==> config.mk <==
export PLATFORM = sky130hd
export DESIGN_NAME = anton_neopixel_decoder
export DESIGN_NICKNAME = d
export VERILOG_FILES = /design/src/rtl/anton_neopixel_decoder.sv
export SDC_FILE = /design/constraint.sdc
export NUM_CORES = 1
export LEC_CHECK = 0
export BUFFER_PORTS_ARGS = -buffer_cell sky130_fd_sc_hd__buf_2
export CORE_ASPECT_RATIO = 1.1
export CORE_MARGIN = 3
export CORE_UTILIZATION = 30
export CTS_BUF_LIST = sky130_fd_sc_hd__clkbuf_16
export CTS_CLUSTER_SIZE = 24
export DETAILED_ROUTE_END_ITERATION = 7
export PLACE_DENSITY = 0.54
export SYNTH_ARGS = -nofsm -noshare
export SYNTH_HDL_FRONTEND = slang
export SYNTH_SLANG_ARGS = --single-unit
==> constraint.sdc <==
create_clock -name clk7mhz -period 2.3 [get_ports clk7mhz]
set_input_delay 0.23 -clock clk7mhz [delete_from_list [all_inputs] [get_ports clk7mhz]]
set_output_delay 0.23 -clock clk7mhz [all_outputs]
set_load 0.05 [all_outputs]
==> src/rtl/anton_neopixel_decoder.sv <==
// WS2812-style NRZ receiver: times each high pulse to get a bit, packs bytes
// MSB-first, strobes byte+index, flags latch gaps, glitches, overflow, partials.
//
// Ports:
//   clk7mhz        sole clock
//   rst            asynchronous active-high reset
//   neoData        raw serial line (asynchronous, synchronised here)
//   regCtrlRun     decoder enable
//   errClear       synchronous clear of the sticky error flags
//   pixelByte      last completed byte, first received bit in [7]
//   pixelByteValid one-cycle strobe for pixelByte / pixelByteIndex
//   pixelByteIndex index of the byte being strobed
//   frameDone      one-cycle strobe on latch detection
//   errGlitch      sticky: high pulse longer than MAX_HIGH_CYCLES
//   errOverflow    sticky: byte received after index BUFFER_END
//   errPartial     sticky: latch arrived with 1-7 bits pending

`ifndef BUFFER_END_DEFAULT
`define BUFFER_END_DEFAULT 63
`endif

module anton_neopixel_decoder #(
  parameter int BUFFER_END = `BUFFER_END_DEFAULT,
  parameter int THRESHOLD_CYCLES = 4,
  parameter int MAX_HIGH_CYCLES = 7,
  parameter int RESET_CYCLES = 350,
  localparam int BUFFER_BITS = $clog2(BUFFER_END + 1)
) (
  input  logic                   clk7mhz,
  input  logic                   rst,
  input  logic                   neoData,
  input  logic                   regCtrlRun,
  input  logic                   errClear,
  output logic [7:0]             pixelByte,
  output logic                   pixelByteValid,
  output logic [BUFFER_BITS-1:0] pixelByteIndex,
  output logic                   frameDone,
  output logic                   errGlitch,
  output logic                   errOverflow,
  output logic                   errPartial
);

  localparam int LW = $clog2(RESET_CYCLES + 1);
  localparam int HW = $clog2(MAX_HIGH_CYCLES + 2);
  // byteCnt must also hold the saturated value BUFFER_END+1
  localparam int CW = $clog2(BUFFER_END + 2);

  typedef enum logic [1:0] {
    WAIT_RESET,
    IDLE,
    HIGH,
    LOW
  } state_t;

  state_t state, stateNext;

  logic sync1, s2, prev;
  logic rise, fall;

  logic [LW-1:0] lowCnt, lowNext, lowInc;
  logic [HW-1:0] highCnt, highNext, highInc;
  logic [2:0]    bitCnt, bitNext;
  logic [CW-1:0] byteCnt, byteNext;
  logic [7:0]    shift, shiftNext;
  logic [7:0]    byteNextVal;
  logic [BUFFER_BITS-1:0] idxNext;
  logic validNext, frameNext;
  logic setGlitch, setOvf, setPart;
  logic bitVal;

  assign rise = s2 & ~prev;
  assign fall = ~s2 & prev;
  assign lowInc = lowCnt + 1'b1;
  assign highInc = highCnt + 1'b1;
  assign bitVal = (highCnt >= HW'(THRESHOLD_CYCLES));

  always_comb begin
    stateNext = state;
    lowNext = lowCnt;
    highNext = highCnt;
    bitNext = bitCnt;
    byteNext = byteCnt;
    shiftNext = shift;
    byteNextVal = pixelByte;
    idxNext = pixelByteIndex;
    validNext = 1'b0;
    frameNext = 1'b0;
    setGlitch = 1'b0;
    setOvf = 1'b0;
    setPart = 1'b0;
    if (!regCtrlRun) begin
      stateNext = WAIT_RESET;
      lowNext = '0;
      bitNext = '0;
      byteNext = '0;
    end else begin
      unique case (state)
        WAIT_RESET: begin
          // Only a full latch gap arms the decoder, so a
          // mid-frame start never yields misaligned bytes.
          if (s2) begin
            lowNext = '0;
          end else begin
            lowNext = lowInc;
            if (lowInc == LW'(RESET_CYCLES))
              stateNext = IDLE;
          end
        end
        IDLE: begin
          if (rise) begin
            highNext = HW'(1);
            stateNext = HIGH;
          end
        end
        HIGH: begin
          if (fall) begin
            shiftNext = {shift[6:0], bitVal};
            lowNext = LW'(1);
            stateNext = LOW;
            if (bitCnt == 3'd7) begin
              bitNext = '0;
              if (byteCnt == CW'(BUFFER_END + 1)) begin
                setOvf = 1'b1;
              end else begin
                byteNextVal = {shift[6:0], bitVal};
                idxNext = byteCnt[BUFFER_BITS-1:0];
                validNext = 1'b1;
                byteNext = byteCnt + 1'b1;
              end
            end else begin
              bitNext = bitCnt + 1'b1;
            end
          end else if (s2) begin
            if (highInc > HW'(MAX_HIGH_CYCLES)) begin
              setGlitch = 1'b1;
              bitNext = '0;
              lowNext = '0;
              stateNext = WAIT_RESET;
            end else begin
              highNext = highInc;
            end
          end
        end
        LOW: begin
          if (rise) begin
            highNext = HW'(1);
            stateNext = HIGH;
          end else begin
            lowNext = lowInc;
            if (lowInc == LW'(RESET_CYCLES)) begin
              frameNext = 1'b1;
              byteNext = '0;
              if (bitCnt != 3'd0) begin
                setPart = 1'b1;
                bitNext = '0;
              end
              stateNext = IDLE;
            end
          end
        end
        default: stateNext = WAIT_RESET;
      endcase
    end
  end

  always_ff @(posedge clk7mhz or posedge rst) begin
    if (rst) begin
      sync1 <= 1'b0;
      s2 <= 1'b0;
      prev <= 1'b0;
      state <= WAIT_RESET;
      lowCnt <= '0;
      highCnt <= '0;
      bitCnt <= '0;
      byteCnt <= '0;
      shift <= '0;
      pixelByte <= '0;
      pixelByteIndex <= '0;
      pixelByteValid <= 1'b0;
      frameDone <= 1'b0;
      errGlitch <= 1'b0;
      errOverflow <= 1'b0;
      errPartial <= 1'b0;
    end else begin
      sync1 <= neoData;
      s2 <= sync1;
      prev <= s2;
      state <= stateNext;
      lowCnt <= lowNext;
      highCnt <= highNext;
      bitCnt <= bitNext;
      byteCnt <= byteNext;
      shift <= shiftNext;
      pixelByte <= byteNextVal;
      pixelByteIndex <= idxNext;
      pixelByteValid <= validNext;
      frameDone <= frameNext;
      // set wins over a coincident clear
      errGlitch <= setGlitch | (errGlitch & ~errClear);
      errOverflow <= setOvf | (errOverflow & ~errClear);
      errPartial <= setPart | (errPartial & ~errClear);
    end
  end

endmodule

* After elaboration in Yosys (flattened, before gate mapping)
Cells that the tools add are included.
** Word-level totals
- Output and inout port bits :: 19
- Bits in latches :: 0
- Memories kept :: 0
- Register bits :: 54
- Input port bits :: 5
- Memory bits (writable) :: 0
- Word-level logic and storage cells :: 128
- ROM bits :: 0
** Cells by class
- Eq/ne operators :: 22
- $mul :: 0
- Add/sub/neg operators :: 4
- Shifts and indexed selects :: 0
- Divide/modulo/power cells :: 0
- Bitwise gates (word level) :: 12
- Reduce and logical (&&, ||, !) cells :: 11
- Muxes and demuxes :: 61
- $lt $le $gt $ge :: 2
** Operators with widths (count)
- 9-bit 2-to-1 mux :: 6
- 7-bit 2-to-1 mux :: 6
- 9-bit case mux with 3 select lines :: 1
- 1-bit 2-to-1 mux :: 24
- 3-bit 2-to-1 mux :: 8
- 3-bit inequality test (second input constant) :: 8
- 6-bit AND reduction :: 3
- 2-bit 2-to-1 mux :: 8
- 4-bit 2-to-1 mux :: 4
- 7-bit case mux with 2 select lines :: 1
- 9-bit by 1-bit adder with 9-bit output (second input constant) :: 1
- 9-bit == test (second input constant) :: 1
- 4-bit inequality test (second input constant) :: 2
- 2-bit case mux with 4 select lines :: 1
- 4-bit case mux with 2 select lines :: 1
- 4-bit AND reduction :: 2
- 7-bit by 1-bit adder with 7-bit output (second input constant) :: 1
- 7-bit == test (second input constant) :: 1
- 2-bit inequality test (second input constant) :: 3
- 3-bit case mux with 2 select lines :: 1
- 1-bit bitwise AND :: 5
- 5-bit AND reduction :: 1
- 4-bit by 1-bit adder with 4-bit output (second input constant) :: 1
- 2-bit == test (second input constant) :: 2
- 15 further kinds :: 20

* Depth between registers and ports, before layout
Gate-level depths: netlist (run 1).
- Word-level depth :: 8
- Depth in mapped cells :: 8

* Least setup slack after synthesis (run 1)
No wires, ideal clock.
- Path kind :: register -> register
- Start point :: register state[0]
- End point :: register pixelByteIndex[1]
- Cell stages (with the launch flop) :: 7
- Arrival :: 1611 ps
- Setup slack :: 564 ps
- Cell sequence :: dfrtp_1 > nand2b_4 > nor4b_4 > and3_1 > buf_6 > buf_6 > mux2_4
** On the way
- Longest elaborated chain between the ends :: 2
** RTL lines
- from (decl) :: RTL line 55 : state_t state, stateNext;
- from (signal assigned) :: RTL line 188 : state <= stateNext;
- 2-bit == test :: RTL line 97 : unique case (state)
- 5-bit AND reduction (no line)
- to (signal assigned) :: RTL line 195 : pixelByteIndex <= idxNext;
- to (decl) :: RTL line 36 : output logic [BUFFER_BITS-1:0] pixelByteIndex,
Every way passes these cells.
A chain may end at the register's enable or synchronous reset.

* Worst setup path in the final report (run 1)
- Start point :: register lowCnt[0]
- End point :: register byteCnt[3]
** On the way
- Longest elaborated chain between the ends :: 4
** RTL lines
- from (decl) :: RTL line 60 : logic [LW-1:0] lowCnt, lowNext, lowInc;
- from (signal assigned) :: RTL line 189 : lowCnt <= lowNext;
- 9-bit by 1-bit adder with 9-bit output :: RTL line 73 : assign lowInc = lowCnt + 1'b1;
- 9-bit == test :: RTL line 150 : if (lowInc == LW'(RESET_CYCLES)) begin
- 3-bit inequality test (no line)
- 6-bit AND reduction (no line)
- to (signal assigned) :: RTL line 192 : byteCnt <= byteNext;
- to (decl) :: RTL line 63 : logic [CW-1:0] byteCnt, byteNext;
Every way passes these cells.

==> results of run 1 <==
per-layer routing:
| metal | global-route usage (%) | part of all wire, % |
|---|---|---|
| met5 | 0 | 0 |
| met4 | 3.307 | 0.94 |
| met3 | 2.284 | 3.5 |
| met2 | 18.80 | 48 |
| met1 | 17.29 | 48 |
cells by family (layout without fill, tap and decap cells):
kind of cell,after synthesis,in the layout
DFF,54,54
xor gates and xnor gates,3,3
and+or+nand+nor,71,71
AOI/OAI and AO/OA,64,64
buffers and inverters,25,51
adders and majority gates,9,9
muxes,21,21
sequential cells by signal (all words and copies together) (netlist names):
register / flops
lowCnt: 9
errOverflow: 1
errPartial: 1
frameDone: 1
sync1: 1
byteCnt: 7
prev: 1
pixelByteValid: 1
pixelByte: 8
pixelByteIndex: 6
state: 2
shift: 7
highCnt: 4
bitCnt: 3
s2: 1
errGlitch: 1
area by class of cell:
cell class	count	area (sq um)
timing repair buffer	30	170.2
tap	111	138.9
clock inverter	2	13.76
sequential	54	1351
clock buffer	5	125.1
fill	912	5508
multi-input combinational	168	1224
inverter	14	52.55
cells in the final DEF, fill, tap and decap left out, drive strengths merged, types with 2 or more instances in the layout:
cell type | Yosys | routed
a211oi | 2 | 2
a21oi | 6 | 6
a22o | 2 | 2
a311oi | 3 | 3
a31oi | 3 | 3
a32oi | 4 | 4
a41oi | 2 | 2
and3 | 3 | 3
buf | 9 | 29
clkbuf | 2 | 5
dfrtp | 54 | 54
ha | 9 | 9
inv | 14 | 15
mux2 | 19 | 19
mux2i | 2 | 2
nand2 | 14 | 14
nand2b | 4 | 4
nand3 | 8 | 8
nand4 | 3 | 3
nor2 | 19 | 19
nor2b | 4 | 4
nor3 | 6 | 6
nor4b | 2 | 2
o211ai | 3 | 3
o21ai | 24 | 24
o31ai | 5 | 5
o41ai | 4 | 4
or3 | 3 | 3
xnor2 | 2 | 2
how the worst max path moves through the flow:
stage,from,end,slack (ns),cells past startpoint
after CTS,lowCnt[0],byteCnt[3],0.24,6
after global routing,lowCnt[0],byteCnt[3],0.06,6
after detailed placement,lowCnt[0],byteCnt[3],0.25,6
final,lowCnt[0],byteCnt[3],0.24,6
after floorplan,state[0],pixelByteIndex[1],0.56,6
after global placement,state[0],pixelByte[7],0.36,5
where the power goes:
| group | switching [mW] | leakage [nW] | internal [mW] |
|---|---|---|---|
| registers | 0.0101 | 0.742 | 0.956 |
| logic | 0.0476 | 0.607 | 0.0190 |
| clock network | 0.336 | 0.0701 | 0.400 |
| total | 0.394 | 1.42 | 1.38 |
metrics by stage:
| stage | std cells | setup WS, ns | utilization, % |
|---|---|---|---|
| global route | 384 | 0.06159 | 35.83 |
| global placement | 376 | 0.3620 | 34.10 |
| finish | 384 | 0.2442 | 35.83 |
| CTS | 384 | 0.2384 | 35.83 |
| detailed placement | 376 | 0.2545 | 34.10 |
| floorplan | 247 | 0.5643 | - |
worst register-to-register path, cell delays in order, from the launching register on:
cell and delay, ns:
dfrtp_1 0.41, ha_1 0.30, nand2_1 0.13, nor3_1 0.30, o211ai_2 0.18, o21ai_2 0.43, a311oi_1 0.17
==> flow_metrics.env, run 1 <==
export IMPL_status="complete, no violations"
export IMPL_netlist_instances=247
export IMPL_ioPinCount=24
export IMPL_crit_family="compound AO/OA/AOI/OAI gates"
export IMPL_wirelength_um=5650
export IMPL_synthesis_nets=261
export IMPL_die_y_um=105.5
export IMPL_clock_fmax_mhz=486.4
export IMPL_numPortBuffers=23
export IMPL_worst_slew_pin_slew_ns=0.5285
export IMPL_worstPathCellList="ha_1, nand2_1, nor3_1, o211ai_2, o21ai_2, a311oi_1"
export IMPL_leakagePower_nw=1.419
export IMPL_maxCapViolations=0
export IMPL_hold_viol_final=0
export IMPL_initial_core_util_pct=31.44
export IMPL_pwr_density_cell_mw_per_mm2=575.3
export IMPL_critPathBufInv=0
export IMPL_drive_above_1_share_pct=20.51
export IMPL_gp_congestion=0.7749
export IMPL_synth_xor_area_share_pct=0.9736
export IMPL_relSlewSlack_pct=64.71
export IMPL_slowest_delay_ns=0.43
export IMPL_rows=35
export IMPL_timing_rr_start="lowCnt[0]"
export IMPL_synth_cell_types=51
export IMPL_diodes=0
export IMPL_critPathKind="register to register"
export IMPL_tritoncts="done"
export IMPL_dieWidth_um=96.44
export IMPL_finalCritPeriodShare_pct=89.38
export IMPL_async_flop_share_pct=100.0
export IMPL_yosys_warnings=0
export IMPL_synth_simple_gate_area_share_pct=14.28
export IMPL_synth_common_cells="dfrtp_1, o21ai_0, nor2_1, nand2_1, inv_1"
export IMPL_hold_start="neoData"
export IMPL_netlist_area_leader_share_pct=50.07
export IMPL_synth_compound_area_share_pct=16.41
export IMPL_vdd_ir_drop_max_mv=0.2617
export IMPL_gr_usage_all_layers_pct=12.15
export IMPL_finalSetupViolCount=0
export IMPL_antenna_found_initial=0
export IMPL_clockBufferDepth=2
export IMPL_critPathCaptureType="register"
export IMPL_area_growth_pct=13.95
export IMPL_grt_overflow_total=0
export IMPL_yosys_area_top_type="dfrtp_1"
export IMPL_clk_pin_slew_worst_paths_ns=0.07
export IMPL_fin_area_sq_mm=0.003075
export IMPL_first_pass_iters=4
export IMPL_fp_coreArea_sq_mm=0.008583
export IMPL_grt_first_pass_wirelength_um=9880
export IMPL_synth_top_family_by_area="compound AO/OA/AOI/OAI gates"
export IMPL_clk_latency_ns=0.29
export IMPL_numCtsBuffers=5
export IMPL_syn_area_per_cell_sq_um=10.93
export IMPL_synth_edf_count=0
export IMPL_synthMuxAreaShare_pct=9.504
export IMPL_synth_top_flop_cell="dfrtp_1"
export IMPL_h_tree_depth=2
export IMPL_fin_worst_skew_ns=0.006034
export IMPL_vias=1976
export IMPL_die_area_sq_mm=0.01017
export IMPL_cts_sinks=54
export IMPL_timing_hold_ws_ns=0.04723
export IMPL_synth_fa_ha_area_share_pct=4.172
export IMPL_drtIter0Drc=116
export IMPL_synth_area_leaders="dfrtp_1, ha_1, o21ai_0, mux2_4, mux2_1"
export IMPL_dp_hpwl_um=3997
export IMPL_min_path_cells=1
export IMPL_synth_seq_cells=54
export IMPL_syn_area_sq_mm=0.002699
export IMPL_p_total_mw=1.769
export IMPL_reg2reg_slack_ns=0.24
export IMPL_hold_class="primary input to register"
export IMPL_worst_r2r_endpoint="byteCnt[3]"
export IMPL_via_per_inst=5.146
export IMPL_worst_path_max_delay_cell="o21ai_2"
export IMPL_cts_resized_gates=0
export IMPL_final_max_slew_viol_count=0
export IMPL_post_drt_wl_per_cell_um=14.71
export IMPL_hold_end="sync1"
export IMPL_required_ns=2.45
export IMPL_tns_ns=0
export IMPL_hold_buffers=1
export IMPL_rsz0062_at_grt="no"
export IMPL_ys_seq_area_share_pct=50.07
export IMPL_post_route_min_period_ns=2.056
export IMPL_reg2reg_depth=6
export IMPL_root_buffer="clkbuf_16"
export IMPL_grt_pass1_vias=1934
export IMPL_antenna_left=0
export IMPL_placed_area_sq_mm=0.002927
export IMPL_crit_fanout=9
export IMPL_cp_start_kind="register"
export IMPL_crit_arrival_ns=2.20
export IMPL_grt_max_degree=25
export IMPL_yosysMostFrequentCell="dfrtp_1"
export IMPL_post_route_drc_count=0
export IMPL_nNetsFinal=287
export IMPL_post_cts_buffers=0
No activity file was read; power rests on OpenSTA's default activity.
==> run 2: changes to the inputs <==
--- a/config.mk
+++ b/config.mk
@@ -12,6 +12,7 @@
 export CTS_BUF_LIST = sky130_fd_sc_hd__clkbuf_16
 export CTS_CLUSTER_SIZE = 24
 export DETAILED_ROUTE_END_ITERATION = 7
+export MAX_ROUTING_LAYER = met4
 export PLACE_DENSITY = 0.54
 export SYNTH_ARGS = -nofsm -noshare
 export SYNTH_HDL_FRONTEND = slang
==> flow_metrics.env, run 2 (synthesized netlist as in run 1, its figures left out) <==
export IMPL_ioPinCount=24
export IMPL_rows=35
export IMPL_hold_buffers=1
export IMPL_tns_ns=0
export IMPL_final_cell_mix="dfrtp_1, buf_2, o21ai_0"
export IMPL_min_path_cells=1
export IMPL_clk_pin_slew_worst_paths_ns=0.07
export IMPL_die_y_um=105.5
export IMPL_cp_start_kind="register"
export IMPL_largest_reg_flops=9
export IMPL_numCtsBuffers=5
export IMPL_relSlewSlack_pct=65.31
export IMPL_post_cts_buffers=0
export IMPL_worst_slew_pin_slew_ns=0.5197
export IMPL_dp_cells=376
export IMPL_grt_first_pass_wirelength_um=9846
export IMPL_fp_coreArea_sq_mm=0.008583
export IMPL_clk_latency_ns=0.29
export IMPL_fin_area_sq_mm=0.003075
export IMPL_finalCritPeriodShare_pct=89.32
export IMPL_diodes=0
export IMPL_antenna_left=0
export IMPL_gp_congestion=0.7854
export IMPL_post_route_drc_count=0
export IMPL_crit_arrival_ns=2.20
export IMPL_fin_worst_skew_ns=0.006089
export IMPL_drtIter0Drc=153
export IMPL_via_per_inst=5.120
export IMPL_p_total_mw=1.767
export IMPL_post_route_min_period_ns=2.054
export IMPL_initial_core_util_pct=31.44
export IMPL_final_max_slew_viol_count=0
export IMPL_die_area_sq_mm=0.01017
export IMPL_fillers=912
export IMPL_cts_sinks=54
export IMPL_first_pass_iters=4
export IMPL_leakagePower_nw=1.419
export IMPL_finalSetupViolCount=0
export IMPL_clockBufferDepth=2
export IMPL_vias=1966
export IMPL_wirelength_um=5649
export IMPL_dp_hpwl_um=3997
export IMPL_cts_resized_gates=0
export IMPL_place_ws_ns=0.2545
export IMPL_required_ns=2.45
export IMPL_mostFrequentLayoutCell="dfrtp_1"
export IMPL_crit_fanout=9
export IMPL_vdd_ir_drop_max_mv=0.2634
export IMPL_reg2reg_depth=6
export IMPL_dieWidth_um=96.44
export IMPL_grt_overflow_total=0
export IMPL_post_drt_wl_per_cell_um=14.71
export IMPL_grt_max_degree=25
export IMPL_numPortBuffers=23
export IMPL_grt_pass1_vias=1939
export IMPL_antenna_found_initial=0
export IMPL_area_growth_pct=13.95
export IMPL_root_buffer="clkbuf_16"
export IMPL_placed_area_sq_mm=0.002927
export IMPL_nNetsFinal=287
export IMPL_largestRegisters="lowCnt x9, pixelByte x8"
export IMPL_critPathKind="register to register"
export IMPL_status="complete, no violations"
export IMPL_largest_register="lowCnt"
export IMPL_hold_viol_final=0
export IMPL_critPathCaptureType="register"
export IMPL_maxCapViolations=0
export IMPL_clock_fmax_mhz=486.8
export IMPL_h_tree_depth=2
export IMPL_fin_ws_ns=0.2457
export IMPL_drive_above_1_share_pct=20.51
export IMPL_tritoncts="done"
export IMPL_final_cells=384
export IMPL_rsz0062_at_grt="no"
export IMPL_hold_class="primary input to register"
export IMPL_gr_usage_all_layers_pct=12.43
export IMPL_pwr_density_cell_mw_per_mm2=574.4
==> run 2: cell counts in the layout (fill, tap and decap cells not counted) <==
No cell type changed its count.
==> run 2: layout make-up <==
cell class	instances	area (sq um)	area share [%]
clock buffer	5	125.1	4.068
multi-input combinational	168	1224	39.79
clock inverter	2	13.76	0.4475
sequential	54	1351	43.94
timing repair buffer	30	170.2	5.533
tap	111	138.9	4.516
inverter	14	52.55	1.709
==> run 2: where the power goes <==
part / internal [mW] / switching, mW
logic: 0.0190 / 0.0472
registers: 0.957 / 0.0101
clock network: 0.400 / 0.334
==> run 2: per-layer routing <==
layer / track usage [%] / vias to the layer above / wire length (um)
met5: - / - / 0
li1: - / 954 / -
met3: 2.141 / 2 / 190
met1: 17.19 / 969 / 2652
met2: 18.85 / 41 / 2755
met4: 3.307 / 0 / 51
==> run 2: final timing paths <==
kind                                start          end  slack, ns
worst max-delay path            lowCnt[0]   byteCnt[3]       0.25
worst min-delay path              neoData        sync1       0.05
worst max register to register  lowCnt[0]   byteCnt[3]       0.25
worst min register to register      sync1           s2       0.35
max in group asynchronous             rst  errOverflow       1.13
min in group asynchronous             rst   byteCnt[2]       0.52
==> run 2: critical path: stages, from the launching register on <==
cell      delay (ns)
dfrtp_1         0.41
ha_1            0.31
nand2_1         0.13
nor3_1          0.30
o211ai_2        0.18
o21ai_2         0.42
a311oi_1        0.17
==> run 2: through the flow <==
stage                     hold slack [ns]  utilization (%)
after floorplan                    0.2614                -
after global placement             0.3055            34.10
after detailed placement           0.3083            34.10
after CTS                         0.04005            35.83
after global routing              0.03519            35.83
final                             0.04644            35.83
